[config.mk]
export PLATFORM = sky130hd
export DESIGN_NAME = mips_multicycle_ctrl_flat
export DESIGN_NICKNAME = d
export VERILOG_FILES = /design/src/rtl/mips_multicycle_ctrl_if.sv /design/src/rtl/mips_multicycle_ctrl.sv /design/src/flat_wrapper.sv
export SDC_FILE = /design/constraint.sdc
export NUM_CORES = 1
export LEC_CHECK = 0
export ABC_CLOCK_PERIOD_IN_PS = 2600
export BUFFER_PORTS_ARGS = -buffer_cell sky130_fd_sc_hd__buf_2
export CAP_MARGIN = 20
export CELL_PAD_IN_SITES_DETAIL_PLACEMENT = 1
export CELL_PAD_IN_SITES_GLOBAL_PLACEMENT = 1
export CORE_ASPECT_RATIO = 1.25
export CORE_MARGIN = 2
export CORE_UTILIZATION = 34
export CTS_BUF_LIST = sky130_fd_sc_hd__clkbuf_8
export DETAILED_ROUTE_END_ITERATION = 8
export GPL_ROUTABILITY_DRIVEN = 0
export PLACE_DENSITY_LB_ADDON = 0.1
export SYNTH_ARGS = -nofsm -noshare
export SYNTH_HDL_FRONTEND = slang
export SYNTH_SLANG_ARGS = --single-unit
[constraint.sdc]
create_clock -name clk -period 2.6 [get_ports clk]
set_input_delay 0.13 -clock clk [delete_from_list [all_inputs] [get_ports clk]]
set_output_delay 0.13 -clock clk [all_outputs]
set_load 0.02 [all_outputs]
[src/rtl/mips_multicycle_ctrl_if.sv]
// Memory access port of the multicycle controller: strobes and address select
// toward instruction/data memory, ready back from it.
interface mips_multicycle_ctrl_if;
  // Handshake: a strobe (mem_read or mem_write) is a request that stays asserted,
  // with i_or_d stable, until the cycle in which the memory drives mem_ready=1;
  // that cycle completes the access. mem_ready has no meaning without a strobe.
  logic mem_read;
  logic mem_write;
  logic i_or_d;
  logic mem_ready;

  modport master (output mem_read, output mem_write, output i_or_d, input mem_ready);
  modport slave  (input mem_read, input mem_write, input i_or_d, output mem_ready);
endinterface

[src/rtl/mips_multicycle_ctrl.sv]
// Multicycle MIPS control FSM: sequences fetch/decode/execute/memory/write-back
// and decodes datapath selects from the registered state.
module mips_multicycle_ctrl #(
  parameter bit RESET_PC_ZERO = 1'b1
) (
  input  logic                          clk,
  input  logic                          rst_n,
  mips_multicycle_ctrl_if.master        mem,
  input  logic [5:0]                    opcode,
  input  logic [5:0]                    funct,
  input  logic                          zero,
  output logic                          ir_write,
  output logic                          pc_en,
  output logic [1:0]                    pc_source,
  output logic                          pc_clr,
  output logic                          alu_src_a,
  output logic [1:0]                    alu_src_b,
  output logic [3:0]                    alu_ctl,
  output logic                          ext_sign,
  output logic                          reg_dst,
  output logic                          mem_to_reg,
  output logic                          reg_write,
  output logic                          illegal,
  output logic [3:0]                    state
);

  typedef enum logic [3:0] {
    S_IDLE   = 4'd0,
    S_FETCH  = 4'd1,
    S_DECODE = 4'd2,
    S_MEMADR = 4'd3,
    S_MEMRD  = 4'd4,
    S_MEMWB  = 4'd5,
    S_MEMWR  = 4'd6,
    S_REX    = 4'd7,
    S_RWB    = 4'd8,
    S_BR     = 4'd9,
    S_IEX    = 4'd10,
    S_IWB    = 4'd11,
    S_JMP    = 4'd12
  } state_t;

  localparam logic [5:0] OP_RTYPE = 6'b000000;
  localparam logic [5:0] OP_J     = 6'b000010;
  localparam logic [5:0] OP_BEQ   = 6'b000100;
  localparam logic [5:0] OP_BNE   = 6'b000101;
  localparam logic [5:0] OP_ADDI  = 6'b001000;
  localparam logic [5:0] OP_SLTI  = 6'b001010;
  localparam logic [5:0] OP_ANDI  = 6'b001100;
  localparam logic [5:0] OP_ORI   = 6'b001101;
  localparam logic [5:0] OP_LW    = 6'b100011;
  localparam logic [5:0] OP_SW    = 6'b101011;

  localparam logic [3:0] ALU_ADD = 4'b0010;
  localparam logic [3:0] ALU_SUB = 4'b0110;
  localparam logic [3:0] ALU_AND = 4'b0000;
  localparam logic [3:0] ALU_OR  = 4'b0001;
  localparam logic [3:0] ALU_SLT = 4'b0111;

  state_t cur, nxt;
  logic [3:0] r_alu;
  logic       r_ok;
  logic [3:0] i_alu;
  logic       i_sign;

  assign state = cur;

  always_ff @(posedge clk or negedge rst_n) begin
    if (!rst_n) cur <= S_IDLE;
    else        cur <= nxt;
  end

  // R-type funct decode; r_ok=0 flags an unsupported funct.
  always_comb begin
    r_alu = ALU_AND;
    r_ok  = 1'b1;
    case (funct)
      6'b100000: r_alu = ALU_ADD;
      6'b100010: r_alu = ALU_SUB;
      6'b100100: r_alu = ALU_AND;
      6'b100101: r_alu = ALU_OR;
      6'b101010: r_alu = ALU_SLT;
      default:   r_ok  = 1'b0;
    endcase
  end

  // Immediate-ALU decode, shared by IEX and IWB so both see the same values.
  always_comb begin
    i_alu  = ALU_ADD;
    i_sign = 1'b1;
    case (opcode)
      OP_SLTI: i_alu = ALU_SLT;
      OP_ANDI: begin i_alu = ALU_AND; i_sign = 1'b0; end
      OP_ORI:  begin i_alu = ALU_OR;  i_sign = 1'b0; end
      default: begin i_alu = ALU_ADD; i_sign = 1'b1; end
    endcase
  end

  always_comb begin
    nxt           = cur;
    mem.mem_read  = 1'b0;
    mem.mem_write = 1'b0;
    mem.i_or_d    = 1'b0;
    ir_write      = 1'b0;
    pc_en         = 1'b0;
    pc_source     = 2'b00;
    pc_clr        = 1'b0;
    alu_src_a     = 1'b0;
    alu_src_b     = 2'b00;
    alu_ctl       = 4'b0000;
    ext_sign      = 1'b0;
    reg_dst       = 1'b0;
    mem_to_reg    = 1'b0;
    reg_write     = 1'b0;
    illegal       = 1'b0;
    case (cur)
      S_IDLE: begin
        pc_clr = RESET_PC_ZERO;
        nxt    = S_FETCH;
      end
      S_FETCH: begin
        mem.mem_read = 1'b1;
        alu_src_b    = 2'b01;
        alu_ctl      = ALU_ADD;
        ir_write     = mem.mem_ready;
        pc_en        = mem.mem_ready;
        if (mem.mem_ready) nxt = S_DECODE;
      end
      S_DECODE: begin
        alu_src_b = 2'b11;
        ext_sign  = 1'b1;
        alu_ctl   = ALU_ADD;
        case (opcode)
          OP_LW, OP_SW:                      nxt = S_MEMADR;
          OP_RTYPE:                          nxt = S_REX;
          OP_BEQ, OP_BNE:                    nxt = S_BR;
          OP_ADDI, OP_SLTI, OP_ANDI, OP_ORI: nxt = S_IEX;
          OP_J:                              nxt = S_JMP;
          default: begin
            illegal = 1'b1;
            nxt     = S_FETCH;
          end
        endcase
      end
      S_MEMADR: begin
        alu_src_a = 1'b1;
        alu_src_b = 2'b10;
        ext_sign  = 1'b1;
        alu_ctl   = ALU_ADD;
        nxt       = (opcode == OP_LW) ? S_MEMRD : S_MEMWR;
      end
      S_MEMRD: begin
        mem.mem_read = 1'b1;
        mem.i_or_d   = 1'b1;
        if (mem.mem_ready) nxt = S_MEMWB;
      end
      S_MEMWB: begin
        reg_write  = 1'b1;
        mem_to_reg = 1'b1;
        nxt        = S_FETCH;
      end
      S_MEMWR: begin
        mem.mem_write = 1'b1;
        mem.i_or_d    = 1'b1;
        if (mem.mem_ready) nxt = S_FETCH;
      end
      S_REX: begin
        alu_src_a = 1'b1;
        alu_ctl   = r_alu;
        illegal   = !r_ok;
        nxt       = r_ok ? S_RWB : S_FETCH;
      end
      S_RWB: begin
        reg_write = 1'b1;
        reg_dst   = 1'b1;
        nxt       = S_FETCH;
      end
      S_BR: begin
        alu_src_a = 1'b1;
        alu_ctl   = ALU_SUB;
        pc_source = 2'b01;
        pc_en     = (opcode == OP_BNE) ? !zero : zero;
        nxt       = S_FETCH;
      end
      S_IEX: begin
        alu_src_a = 1'b1;
        alu_src_b = 2'b10;
        alu_ctl   = i_alu;
        ext_sign  = i_sign;
        nxt       = S_IWB;
      end
      S_IWB: begin
        reg_write = 1'b1;
        alu_ctl   = i_alu;
        ext_sign  = i_sign;
        nxt       = S_FETCH;
      end
      S_JMP: begin
        pc_en     = 1'b1;
        pc_source = 2'b10;
        nxt       = S_FETCH;
      end
      default: nxt = S_IDLE;
    endcase
  end

endmodule

[src/flat_wrapper.sv]
// flat-port wrapper written by rule: the top's interface ports become plain ports
module mips_multicycle_ctrl_flat 
#(
  parameter bit RESET_PC_ZERO = 1'b1
)
  (clk, rst_n, opcode, funct, zero, ir_write, pc_en, pc_source, pc_clr, alu_src_a, alu_src_b, alu_ctl, ext_sign, reg_dst, mem_to_reg, reg_write, illegal, state, mem_mem_read, mem_mem_write, mem_i_or_d, mem_mem_ready);
  mips_multicycle_ctrl_if mem_i ();
  input  logic clk;
  input  logic rst_n;
  input  logic [5:0] opcode;
  input  logic [5:0] funct;
  input  logic zero;
  output logic ir_write;
  output logic pc_en;
  output logic [1:0] pc_source;
  output logic pc_clr;
  output logic alu_src_a;
  output logic [1:0] alu_src_b;
  output logic [3:0] alu_ctl;
  output logic ext_sign;
  output logic reg_dst;
  output logic mem_to_reg;
  output logic reg_write;
  output logic illegal;
  output logic [3:0] state;
  output wire logic [$bits(mem_i.mem_read)-1:0] mem_mem_read;
  output wire logic [$bits(mem_i.mem_write)-1:0] mem_mem_write;
  output wire logic [$bits(mem_i.i_or_d)-1:0] mem_i_or_d;
  input wire logic [$bits(mem_i.mem_ready)-1:0] mem_mem_ready;
  assign mem_mem_read = mem_i.mem_read;
  assign mem_mem_write = mem_i.mem_write;
  assign mem_i_or_d = mem_i.i_or_d;
  assign mem_i.mem_ready = mem_mem_ready;
  mips_multicycle_ctrl #(.RESET_PC_ZERO(RESET_PC_ZERO)) u_core (.clk(clk), .rst_n(rst_n), .mem(mem_i), .opcode(opcode), .funct(funct), .zero(zero), .ir_write(ir_write), .pc_en(pc_en), .pc_source(pc_source), .pc_clr(pc_clr), .alu_src_a(alu_src_a), .alu_src_b(alu_src_b), .alu_ctl(alu_ctl), .ext_sign(ext_sign), .reg_dst(reg_dst), .mem_to_reg(mem_to_reg), .reg_write(reg_write), .illegal(illegal), .state(state));
endmodule
==> flow_summary.json <==
{
  "powerDensity_nw_per_um2": 1001,
  "cts_buffers": 3,
  "skew_ns": 0.0002190,
  "required_ns": 2.47,
  "r2r_setup_slack_ns": 0.72,
  "end_kind": "primary output",
  "synth_common_cells": "nor2_1 (21), a21oi_1 (11), nand2_1 (9)",
  "syn_to_final_growth_pct": 27.45,
  "synth_edf_count": 0,
  "hp-class": "in2async",
  "largest_reg_flops": 4,
  "synth_ff_type": "dfrtp_1",
  "rsz0062_at_grt": "no",
  "synth-seq-cells": 4,
  "gr-total-overflow": 0,
  "cts_resized": 0,
  "ys_top_cells_by_area": "dfrtp_1 (12%), nor2_1 (9.5%), a21oi_1 (6.6%)",
  "initial_utilization": 0.3489,
  "finalCritPeriodShare": 0.7764,
  "synthesis.area_um2": 829.5,
  "cts_root_buf": "clkbuf_8",
  "tns_ns": 0,
  "die_area_um2": 2853,
  "drc_errors": 0,
  "cts_buffer_depth": 2,
  "crit_fanout": 21,
  "cts_setup_buffers": 0,
  "postSynthCellCount": 126,
  "routedWlPerCell_um": 14.39,
  "cp-endpoint": "pc_en",
  "async_reset_ff_frac": 1.000,
  "drtPass1Iterations": 4,
  "status": "complete, no violations",
  "clk_pin_slew_worst_paths_ns": 0.03,
  "drv_slew": 0,
  "regToRegStartpoint": "u_core.state[0]",
  "p_comb_frac": 0.715,
  "die_y_um": 59.23,
  "drt_iter0_markers": 5,
  "cp-startpoint": "u_core.state[0]",
  "core-area_um2": 2377,
  "hpwl_um": 2239,
  "seq_area_frac_synth": 0.1207,
  "maxCapViolations": 0,
  "viasPerCell": 5.497,
  "drive_gt1_frac": 0.3313,
  "syn-num-nets": 142,
  "num_io_pins": 40,
  "clock_sinks": 4,
  "port_buffers": 38,
  "tightestPinTransition_ns": 0.6413,
  "crit_arrival_ns": 1.89,
  "synth.distinct_cells": 50,
  "die_x_um": 48.18,
  "synth.avg_cell_area_um2": 6.584,
  "postCtsHoldBufs": 1,
  "yosys.cell_count.top_type": "nor2_1",
  "dr_total_vias": 1061,
  "r2r_end": "u_core.state[1]",
  "insertedDiodeCount": 0,
  "num-nets-final": 178,
  "seq_power_share": 0.164,
  "sw_frac_of_total": 0.5675,
  "grt_pass1_vias": 979,
  "yosysTopAreaCell": "dfrtp_1",
  "intPower_mw": 0.4577,
  "worst_setup_path_start_kind": "register",
  "min_period_ns": 2.019,
  "antenna_found_initial": 0,
  "grt_pass1_wl_um": 4581,
  "num_rows": 20,
  "p_leak_nw": 0.4805,
  "fmax_mhz": 495.4,
  "critPathKind": "reg2out",
  "clk_latency_ns": 0.21,
  "synth_top_cell_area_share": 0.1207,
  "finalSetupViolCount": 0,
  "reg2reg_depth": 5,
  "ir_worst_vdd_mv": 0.5850,
  "fin_worst_hold_slack_ns": 0.2712,
  "hold_viol": 0,
  "grt_usage": 0.2168,
  "relSlewSlack": 0.5725,
  "drt_wl_total_um": 2777,
  "grt_max_degree": 22,
  "h-tree-depth": 1,
  "yosys_warnings": 0,
  "ant_nets": 0,
  "cts_tree": "yes",
  "clockPowerShare": 0.120,
  "p_switching_mw": 0.6006
}
==> power groups by stage <==
stage	Clock, mW	Combinational [mW]	Sequential, mW
after CTS	0.132	0.766	0.174
after detailed placement	0	0.761	0.176
after global placement	0	0.753	0.169
after floorplan	0	0.569	0.139
after global routing	0.138	0.828	0.183
final	0.128	0.757	0.174
==> per-stage QoR <==
| step | worst slack (ns) | instance area, um2 | cells | utilization | power (mW) |
|---|---|---|---|---|---|
| floorplan | 0.8086 | 829.5 | 126 | - | 0.7078 |
| global placement | 0.8470 | 1006 | 189 | 0.4232 | 0.9218 |
| detailed placement | 0.7231 | 1006 | 189 | 0.4232 | 0.9373 |
| CTS | 0.5187 | 1057 | 193 | 0.4447 | 1.072 |
| global route | 0.4537 | 1057 | 193 | 0.4447 | 1.150 |
| finish | 0.5813 | 1057 | 193 | 0.4447 | 1.058 |
==> final cells by class <==
class	instances	area, um2
sequential	4	100.1
inverter	4	15.01
timing repair buffer	41	215.2
clock buffer	3	41.29
multi-input combinational	108	644.4
fill	333	1320
tap	33	41.29
==> worst min path at each step <==
stage                     start              end  slack (ns)  depth (start not counted)
after global placement    rst_n  u_core.state[3]       -0.06                          1
after floorplan           rst_n  u_core.state[0]       -0.17                          0
final                     rst_n  u_core.state[1]        0.27                          2
after detailed placement  rst_n  u_core.state[2]       -0.06                          1
after CTS                 rst_n  u_core.state[2]        0.26                          2
after global routing      rst_n  u_core.state[2]        0.28                          2
==> layer usage <==
metal	wire length (um)	global-route usage	vias up
li1	-	-	528
met5	0	0	-
met2	1451	0.3647	24
met4	0	0.02317	0
met3	99	0.02744	0
met1	1226	0.2974	509
==> worst max-delay path, cell delays in order (launching register included) <==
cell	delay (ns)
dfrtp_1	0.74
or2b_2	0.39
a211o_1	0.25
a21oi_2	0.12
buf_2	0.16
==> placed cells by master (no fill, tap or decap), types with 2 or more instances in the layout <==
cell	n
o31ai_1	2
o22ai_1	2
a21boi_0	2
nand2_1	9
nor3_1	5
clkbuf_8	3
a211oi_1	3
buf_2	38
a21oi_2	2
a21oi_1	11
buf_4	2
nand3_1	3
o21ai_0	5
a31o_1	2
nor2b_1	2
nor2_1	21
o21ai_1	4
nand3b_1	3
inv_1	3
nand2b_1	6
dfrtp_1	4
==> cells by family (layout without fill, tap and decap cells) <==
family / count (synthesis) / count (layout) / synth area share
AND/OR/NAND/NOR: 64 / 64 / 0.4208
AO/OA/AOI/OAI: 40 / 40 / 0.3137
buffers and inverters: 14 / 48 / 0.1026
flip-flops: 4 / 4 / 0.1207
multiplexers: 2 / 2 / 0.02715
other: 1 / 1 / 0.004521
XOR/XNOR: 1 / 1 / 0.01056
Power figures use the tool's default switching activity.
